$ cat src/rtl/reg_cmd_initiator.sv
// Register-bus initiator: one valid/ready command -> one reg_req transaction -> one response.
// Optional response timeout enabled by defining REG_CMD_INITIATOR_TIMEOUT_EN.
module reg_cmd_initiator #(
  parameter int unsigned AW             = 32,
  parameter int unsigned DW             = 32,
  parameter int unsigned TIMEOUT_CYCLES = 1024
) (
  input  logic            clk_i,
  input  logic            rst_i,
  input  logic            cmd_valid_i,
  output logic            cmd_ready_o,
  input  logic            cmd_write_i,
  input  logic [AW-1:0]   cmd_addr_i,
  input  logic [DW-1:0]   cmd_wdata_i,
  input  logic [DW/8-1:0] cmd_wstrb_i,
  output logic            reg_valid_o,
  output logic            reg_write_o,
  output logic [AW-1:0]   reg_addr_o,
  output logic [DW-1:0]   reg_wdata_o,
  output logic [DW/8-1:0] reg_wstrb_o,
  input  logic            reg_ready_i,
  input  logic [DW-1:0]   reg_rdata_i,
  input  logic            reg_error_i,
  output logic            rsp_valid_o,
  input  logic            rsp_ready_i,
  output logic [DW-1:0]   rsp_rdata_o,
  output logic            rsp_error_o,
  output logic            rsp_timeout_o,
  output logic [15:0]     err_count_o
);

  localparam int unsigned SW = DW / 8;

  typedef enum logic [1:0] {
    ST_IDLE = 2'd0,
    ST_REQ  = 2'd1,
    ST_RSP  = 2'd2
  } state_e;

  function automatic logic [15:0] sat_inc16(input logic [15:0] v);
    if (v == 16'hFFFF) begin
      return v;
    end else begin
      return v + 16'd1;
    end
  endfunction

  state_e          state_q, state_d;
  logic            accept_s, done_s, timeout_s, tmo_hit_s;
  logic            write_q;
  logic [AW-1:0]   addr_q;
  logic [DW-1:0]   wdata_q;
  logic [SW-1:0]   wstrb_q;
  logic [DW-1:0]   rdata_q, rdata_d;
  logic            error_q, error_d;
  logic [15:0]     err_count_q, err_count_d;

  always_ff @(posedge clk_i or posedge rst_i) begin
    if (rst_i) begin
      state_q <= ST_IDLE;
    end else begin
      state_q <= state_d;
    end
  end

  // A slave ready in the last allowed REQ cycle takes precedence over the timeout.
  always_comb begin
    state_d   = state_q;
    accept_s  = 1'b0;
    done_s    = 1'b0;
    timeout_s = 1'b0;
    case (state_q)
      ST_IDLE: begin
        if (cmd_valid_i) begin
          accept_s = 1'b1;
          state_d  = ST_REQ;
        end else begin
          state_d  = ST_IDLE;
        end
      end
      ST_REQ: begin
        if (reg_ready_i) begin
          done_s  = 1'b1;
          state_d = ST_RSP;
        end else if (tmo_hit_s) begin
          timeout_s = 1'b1;
          state_d   = ST_RSP;
        end else begin
          state_d = ST_REQ;
        end
      end
      ST_RSP: begin
        if (rsp_ready_i) begin
          state_d = ST_IDLE;
        end else begin
          state_d = ST_RSP;
        end
      end
      default: begin
        state_d = ST_IDLE;
      end
    endcase
  end

  always_ff @(posedge clk_i or posedge rst_i) begin
    if (rst_i) begin
      write_q <= 1'b0;
      addr_q  <= {AW{1'b0}};
      wdata_q <= {DW{1'b0}};
      wstrb_q <= {SW{1'b0}};
    end else if (accept_s) begin
      write_q <= cmd_write_i;
      addr_q  <= cmd_addr_i;
      wdata_q <= cmd_wdata_i;
      wstrb_q <= cmd_wstrb_i;
    end
  end

  always_comb begin
    rdata_d     = rdata_q;
    error_d     = error_q;
    err_count_d = err_count_q;
    if (done_s) begin
      rdata_d = write_q ? {DW{1'b0}} : reg_rdata_i;
      error_d = reg_error_i;
    end else if (timeout_s) begin
      rdata_d = {DW{1'b0}};
      error_d = 1'b1;
    end else begin
      rdata_d = rdata_q;
      error_d = error_q;
    end
    if ((done_s && reg_error_i) || timeout_s) begin
      err_count_d = sat_inc16(err_count_q);
    end else begin
      err_count_d = err_count_q;
    end
  end

  always_ff @(posedge clk_i or posedge rst_i) begin
    if (rst_i) begin
      rdata_q     <= {DW{1'b0}};
      error_q     <= 1'b0;
      err_count_q <= 16'h0000;
    end else begin
      rdata_q     <= rdata_d;
      error_q     <= error_d;
      err_count_q <= err_count_d;
    end
  end

`ifdef REG_CMD_INITIATOR_TIMEOUT_EN
  localparam logic [15:0] TMO_LAST = 16'(TIMEOUT_CYCLES - 32'd1);

  logic [15:0] tcnt_q, tcnt_d;
  logic        timeout_q, timeout_d;

  // tcnt_q holds the number of REQ cycles already completed without a slave ready.
  always_comb begin
    tcnt_d    = tcnt_q;
    timeout_d = timeout_q;
    if (accept_s) begin
      tcnt_d = 16'h0000;
    end else if (state_q == ST_REQ) begin
      tcnt_d = tcnt_q + 16'd1;
    end else begin
      tcnt_d = tcnt_q;
    end
    if (done_s) begin
      timeout_d = 1'b0;
    end else if (timeout_s) begin
      timeout_d = 1'b1;
    end else begin
      timeout_d = timeout_q;
    end
  end

  always_ff @(posedge clk_i or posedge rst_i) begin
    if (rst_i) begin
      tcnt_q    <= 16'h0000;
      timeout_q <= 1'b0;
    end else begin
      tcnt_q    <= tcnt_d;
      timeout_q <= timeout_d;
    end
  end

  assign tmo_hit_s     = (tcnt_q == TMO_LAST);
  assign rsp_timeout_o = timeout_q;
`else
  // TIMEOUT_CYCLES stays in the parameter list so both builds share one interface.
  logic unused_tmo_s;
  assign unused_tmo_s  = (TIMEOUT_CYCLES != 32'd0);
  assign tmo_hit_s     = 1'b0;
  assign rsp_timeout_o = 1'b0;
`endif

  assign cmd_ready_o = (state_q == ST_IDLE) & ~rst_i;
  assign reg_valid_o = (state_q == ST_REQ);
  assign reg_write_o = write_q;
  assign reg_addr_o  = addr_q;
  assign reg_wdata_o = wdata_q;
  assign reg_wstrb_o = wstrb_q;
  assign rsp_valid_o = (state_q == ST_RSP);
  assign rsp_rdata_o = rdata_q;
  assign rsp_error_o = error_q;
  assign err_count_o = err_count_q;

endmodule
$ cat config.mk
export PLATFORM = sky130hd
export DESIGN_NAME = reg_cmd_initiator
export DESIGN_NICKNAME = d
export VERILOG_FILES = /design/src/rtl/reg_cmd_initiator.sv
export SDC_FILE = /design/constraint.sdc
export NUM_CORES = 1
export LEC_CHECK = 0
export CORE_AREA = 2 2 129 99
export DETAILED_ROUTE_END_ITERATION = 8
export DIE_AREA = 0 0 131 101
export GPL_ROUTABILITY_DRIVEN = 0
export PLACE_DENSITY = 0.79
export SLEW_MARGIN = 20
export SYNTH_ARGS = -nofsm -noshare
export SYNTH_HDL_FRONTEND = slang
export SYNTH_SLANG_ARGS = --single-unit
$ cat constraint.sdc
create_clock -name clk_i -period 4.83 [get_ports clk_i]
set_clock_uncertainty 0.15 [all_clocks]
set_input_delay 0.483 -clock clk_i [delete_from_list [all_inputs] [get_ports clk_i]]
set_output_delay 0.483 -clock clk_i [all_outputs]
set_load 0.01 [all_outputs]
After elaboration in Yosys (flattened, before gate mapping)
Index checks and enable logic that the tools add are counted.
Cells by class
  $add $sub $neg: 1
  equal/unequal tests: 3
  mux-type cells: 11
  bitwise gates (word level): 3
  reductions and logical operators: 3
Operators by type and width (count)
  $mux W32: 2
  $add A16 B1 Y16 const B: 1
  $eq A16 B16 Y1 const B: 1
  $mux W1: 6
  $pmux W2 S3: 1
  $mux W2: 2
  $eq A2 B1 Y1 const B: 1
  $eq A2 B2 Y1 const B: 1
  $logic_not A2 Y1: 1
  $not A1 Y1: 2
  $reduce_and A2 Y1: 1
  $and A1 B1 Y1: 1
  $logic_and A1 B1 Y1: 1
Word-level totals
  flip-flop bits (word level): 120
  output and inout port bits: 122
  logic and storage cells: 29

Longest topological paths before layout
  depth in word-level cells: 4
  mapped depth: 6

Worst setup path before layout
OpenSTA, ideal clock, no wires.
  path kind: reg-to-reg
  from: register err_count_q[0], in the netlist err_count_o[0]
  to: register err_count_q[1], in the netlist err_count_o[1]
  setup time: 0.125 ns
  arrival: 1.527 ns
  slack: 3.028 ns
  stages on the path, launching flop included: 6
  buffers on the path: 0
  path through: dfrtp_1 > ha_1 > nand4_1 > nor4_4 > nor2_2 > mux2_4
On the way
  cells in the longest elaborated chain, start to end: 3
  elaborated cells on any way between the ends: 4
  those cells by class: add/sub: 1; eq/ne: 1; bitwise: 1; reduce/logical: 1
RTL lines
  start: declaration: RTL line 56  | logic [15:0] err_count_q, err_count_d;
  start signal: assignment: RTL line 148  | err_count_q <= err_count_d;
  branches (longest 3 deep; another with $add A16 B1 Y16)
Several ways; the timed one is not identified.
A chain may end at the register's enable or synchronous reset.

Worst setup path in the final report
  from: register write_q, in the netlist reg_write_o
  to: output reg_write_o
RTL lines
  start: declaration: RTL line 50  | logic write_q;
  start signal: assignment: RTL line 112  | write_q <= cmd_write_i;
  end: declaration: RTL line 17  | output logic reg_write_o,
No word-level cell between the ends.

==> results.md <==
Outcome:
- The run finished with clean final reports.

Die:
- The initial cell density of the core is 0.401.
- The die boundary width is 131 microns.
- The die covers 0.0132 sq mm.
- Measured along the y axis, the die boundary spans 101 microns.
- The region available for standard cell placement spans 0.0120 sq mm.
- The top-level I/O count is 229.
- The row count is 35.

Timing:
- The minimum clock period is 2.61 ns.
- Timing would allow up to 384 MHz.
- The number of max-slew violations in the final report is 0.
- The count of final hold-check violations is 0.
- The final setup violation count is 0.
- The worst pin sits at a relative slew slack of 0.404.
- Across all hold checks on the routed design, the worst slack comes to 0.323 ns.
- The final worst-path cycle share is 0.540.
- The actual transition at the worst max-transition pin is 0.894 ns.
- Summed over all failing endpoints, the final setup total negative slack is 0 ns.
- Setup repair after global routing left no endpoint under its margin.

Global routing:
- The maximum number of pins on one net before global-route repair is 71.
- The number of global-route vias before repair came to 3706.
- The initial antenna violation count is 0.
- The total overflow reported by the global router is 0.
- The first global-routing pass estimated 19100 microns of wire.
- In the global route stage, overall resource usage came out at 0.189.

Setup path:
- For the worst setup path, the data arrival time is 1.97 ns.
- The critical path goes through clkdlybuf4s50_1.
- The kind of critical path is flop to primary output.
- STA classifies the critical path endpoint as a primary output.
- Data on the critical path is required at its endpoint by 4.20 ns.
- The category of the worst setup path launch point is a flop.
- The buffers plus inverters on the worst setup path is 1.
- The highest net fanout along the worst path is 34.
- The worst-case register-to-register setup slack is 2.74 ns.
- The number of cell instances on the worst register-to-register path is 3.
- The slowest stage of the critical path belongs to the cell sky130_fd_sc_hd__dfrtp_1.
- The delay contributed by the slowest stage of the critical path is 0.90 ns.
- The critical path's top delay family is flip-flops.
- The launch instance of the worst register-to-register path is state_q[1].
- The endpoint of the worst register-to-register path is reg_wdata_o[8].

Routing:
- Across all layers, the routed design uses 3629 vias.
- The detailed-route wire length is 12300 microns.
- After detailed routing, the average wire length per cell comes to 15.8 microns.
- Summed over all nets, wire length on met2 after detailed routing comes to 5530 microns.
- The detailed-router iteration count before antenna repair is 4.
- The routed length on met3 is 1480 microns.
- The top layer reached by signal wires is met4.
- The met1 wire length is 5090 microns.
- For this run, design rule violations remaining after detail routing come to 0.
- The number of design-rule violations left by the first detailed-router iteration is 94.
- The count of antenna-violating nets left after detailed routing is 0.
- Using the TritonRoute via totals, the vias-per-cell ratio works out to 4.67.

CTS:
- After clock tree synthesis, the clock-pin slew on the worst setup and hold paths is 0.05 ns.
- Clock tree synthesis selected as its root buffer the cell sky130_fd_sc_hd__clkbuf_16.
- TritonCTS built the clock tree.
- The quantity of hold-fixing buffers added after cts is 0.
- The number of H-tree branching levels is 4.
- The number of post-CTS setup repair buffers is 0.
- The number of clock sinks seen by CTS is 120.
- The number of buffers inserted during clock tree synthesis is 17.
- Gates resized during post-CTS repair numbered 0.
- The later pin in the worst-skew pair is clocked with a latency of 0.39 ns.
- The number of buffers between clock root and the deepest sink is 2.

Yosys:
- The number of synthesized register bits is 120.
- Of the total synthesized cell area, the portion taken by AND, OR, NAND and NOR gates is 0.122.
- Of the total synthesized cell area, the portion taken by XOR and XNOR cells is 0.0254.
- Synthesis instantiated 39 different standard cells from the library.
- The compound-cell area share of the yosys netlist is 0.0415.
- After synthesis, the largest family of logic cells by area is multiplexers.
- The portion of synthesized area spent on multiplexers is 0.164.
- The top flip-flop cell by instance count after synthesis is sky130_fd_sc_hd__dfrtp_1.
- The number of warning messages in the yosys log is 0.
- The async set-or-reset flop fraction in the synthesized netlist is 1.00.
- Counting every net in the synthesized netlist gives 476.
- The register area share after synthesis is 0.622.
- The number of synthesized flops with an enable pin is 0.
- The synthesized netlist occupies a cell area of 0.00483 sq mm.
- Synthesis produced 368 cells.
- The share of synthesized cell area in full adder, half adder and majority cells is 0.00259.
- In this run the mean area of a mapped cell was 13.1 sq um.

Power and ir drop:
- The areal power density over the cells is 645 mW/mm^2.
- In this run the static leakage power is 0.00334 uW.
- The sum of internal, switching and leakage power is 5100 uW.
- The highest ir drop seen on vdd is 372 uV.

Place:
- The count of input and output buffers is 227.
- After legalization and detailed placement, the total HPWL measured 8750 microns.
- Summing all placed instances gives a cell area of 0.00725 sq mm.

Worst hold path:
- In this run the most critical hold path is launched from rsp_rdata_o[13].
- The destination of the worst hold path is rsp_rdata_o[13].
- The depth of the worst hold-timing path is 2.
- The path class of the tightest hold or removal check is flop to flop.

Layout:
- 0 antenna diodes ended up in the layout.
- The filler cells instantiated in the layout total 892.
- The synthesis-to-layout area growth is 63.8%.
- The area of all placed cells without fillers is 0.00791 sq mm.
- At the end of the flow the core is filled with cells to 0.657.
- The top cell types in the final layout, fill and taps aside, are sky130_fd_sc_hd__clkdlybuf4s50_1 (227), sky130_fd_sc_hd__dfrtp_1 (120), sky130_fd_sc_hd__mux2_2 (69).
- The share of post-route cells with drive strength above 1 is 0.187.
- For this run, the post-layout net count is 706.
- The leading cell type in the layout, fill and taps excluded is sky130_fd_sc_hd__clkdlybuf4s50_1.

Run:
- The number of violations of the max-capacitance limit is 0.
## cells by family (layout without fill, tap and decap cells)
kind of cell / count (synthesis) / after routing
compound gates: 38 / 38
mux: 70 / 70
simple gates: 102 / 102
fa+ha+maj: 1 / 1
buf+inv: 22 / 265
xor+xnor: 14 / 14
flops: 120 / 120
other cells: 1 / 1
## flip-flops by register name, indices dropped and copies added, names as in the netlist
name	count
rsp_error_o	1
reg_write_o	1
rsp_rdata_o	32
reg_wdata_o	32
err_count_o	16
reg_addr_o	32
state_q	2
reg_wstrb_o	4
## worst max-delay path by stage
| stage | startpoint | endpoint | slack [ns] | cells past startpoint |
|---|---|---|---|---|
| final | reg_write_o | reg_write_o | 2.22 | 1 |
| after global routing | reg_write_o | reg_write_o | 2.09 | 1 |
| after CTS | reg_write_o | reg_write_o | 2.19 | 1 |
| after detailed placement | cmd_valid_i | reg_wdata_o[8] | 2.27 | 4 |
| after global placement | cmd_valid_i | reg_addr_o[2] | 2.30 | 4 |
| after floorplan | rst_i | err_count_o[0] | 1.01 | 1 |
## metrics by stage
step / setup WS, ns / std cells
2_1_floorplan: 1.01 / 368
3_3_place_gp: 2.30 / 745
3_5_place_dp: 2.27 / 745
4_1_cts: 2.19 / 777
5_1_grt: 2.09 / 777
6_report: 2.22 / 777
## where the power goes
group | switching (uW) | total, uW | internal (uW) | leakage (uW)
registers | 285 | 1730 | 1450 | 0.00148
logic | 759 | 1990 | 1230 | 0.00154
clock network | 438 | 1380 | 942 | 0.000316
## cell type report
class	count	area [sq um]	share of cell area
clock buffer	20	457	0.0577
timing repair buffer	230	2290	0.290
clock inverter	12	198	0.0250
inverter	3	13.8	0.00174
tap	166	208	0.0263
multi-input combinational	226	1740	0.219
sequential	120	3000	0.380
## metal layers
metal	GRT usage	vias to the layer above
met5	0	-
met2	0.298	173
li1	-	1725
met1	0.221	1721
met3	0.0971	10
met4	0.0687	0
## synth_stat cells (2+ instances only)
cell type,n,share of area
sky130_fd_sc_hd__dfrtp_1,120,0.62
sky130_fd_sc_hd__mux2_2,69,0.16
sky130_fd_sc_hd__nand2_1,38,0.030
sky130_fd_sc_hd__o21ai_0,34,0.035
sky130_fd_sc_hd__nand2b_1,33,0.043
sky130_fd_sc_hd__clkbuf_1,9,0.0070
sky130_fd_sc_hd__buf_2,7,0.0073
sky130_fd_sc_hd__xnor2_1,7,0.013
sky130_fd_sc_hd__xor2_1,7,0.013
sky130_fd_sc_hd__nand3_1,6,0.0062
sky130_fd_sc_hd__nor3_1,5,0.0052
sky130_fd_sc_hd__inv_1,3,0.0023
sky130_fd_sc_hd__nand4_1,3,0.0039
sky130_fd_sc_hd__nor4b_1,2,0.0036
## worst register-to-register path, cell delays in order (launching register included)
cell,delay [ns]
sky130_fd_sc_hd__dfrtp_1,0.45
sky130_fd_sc_hd__nor3b_4,0.20
sky130_fd_sc_hd__buf_4,0.71
sky130_fd_sc_hd__mux2_2,0.47
(Power assumes the default switching activity.)
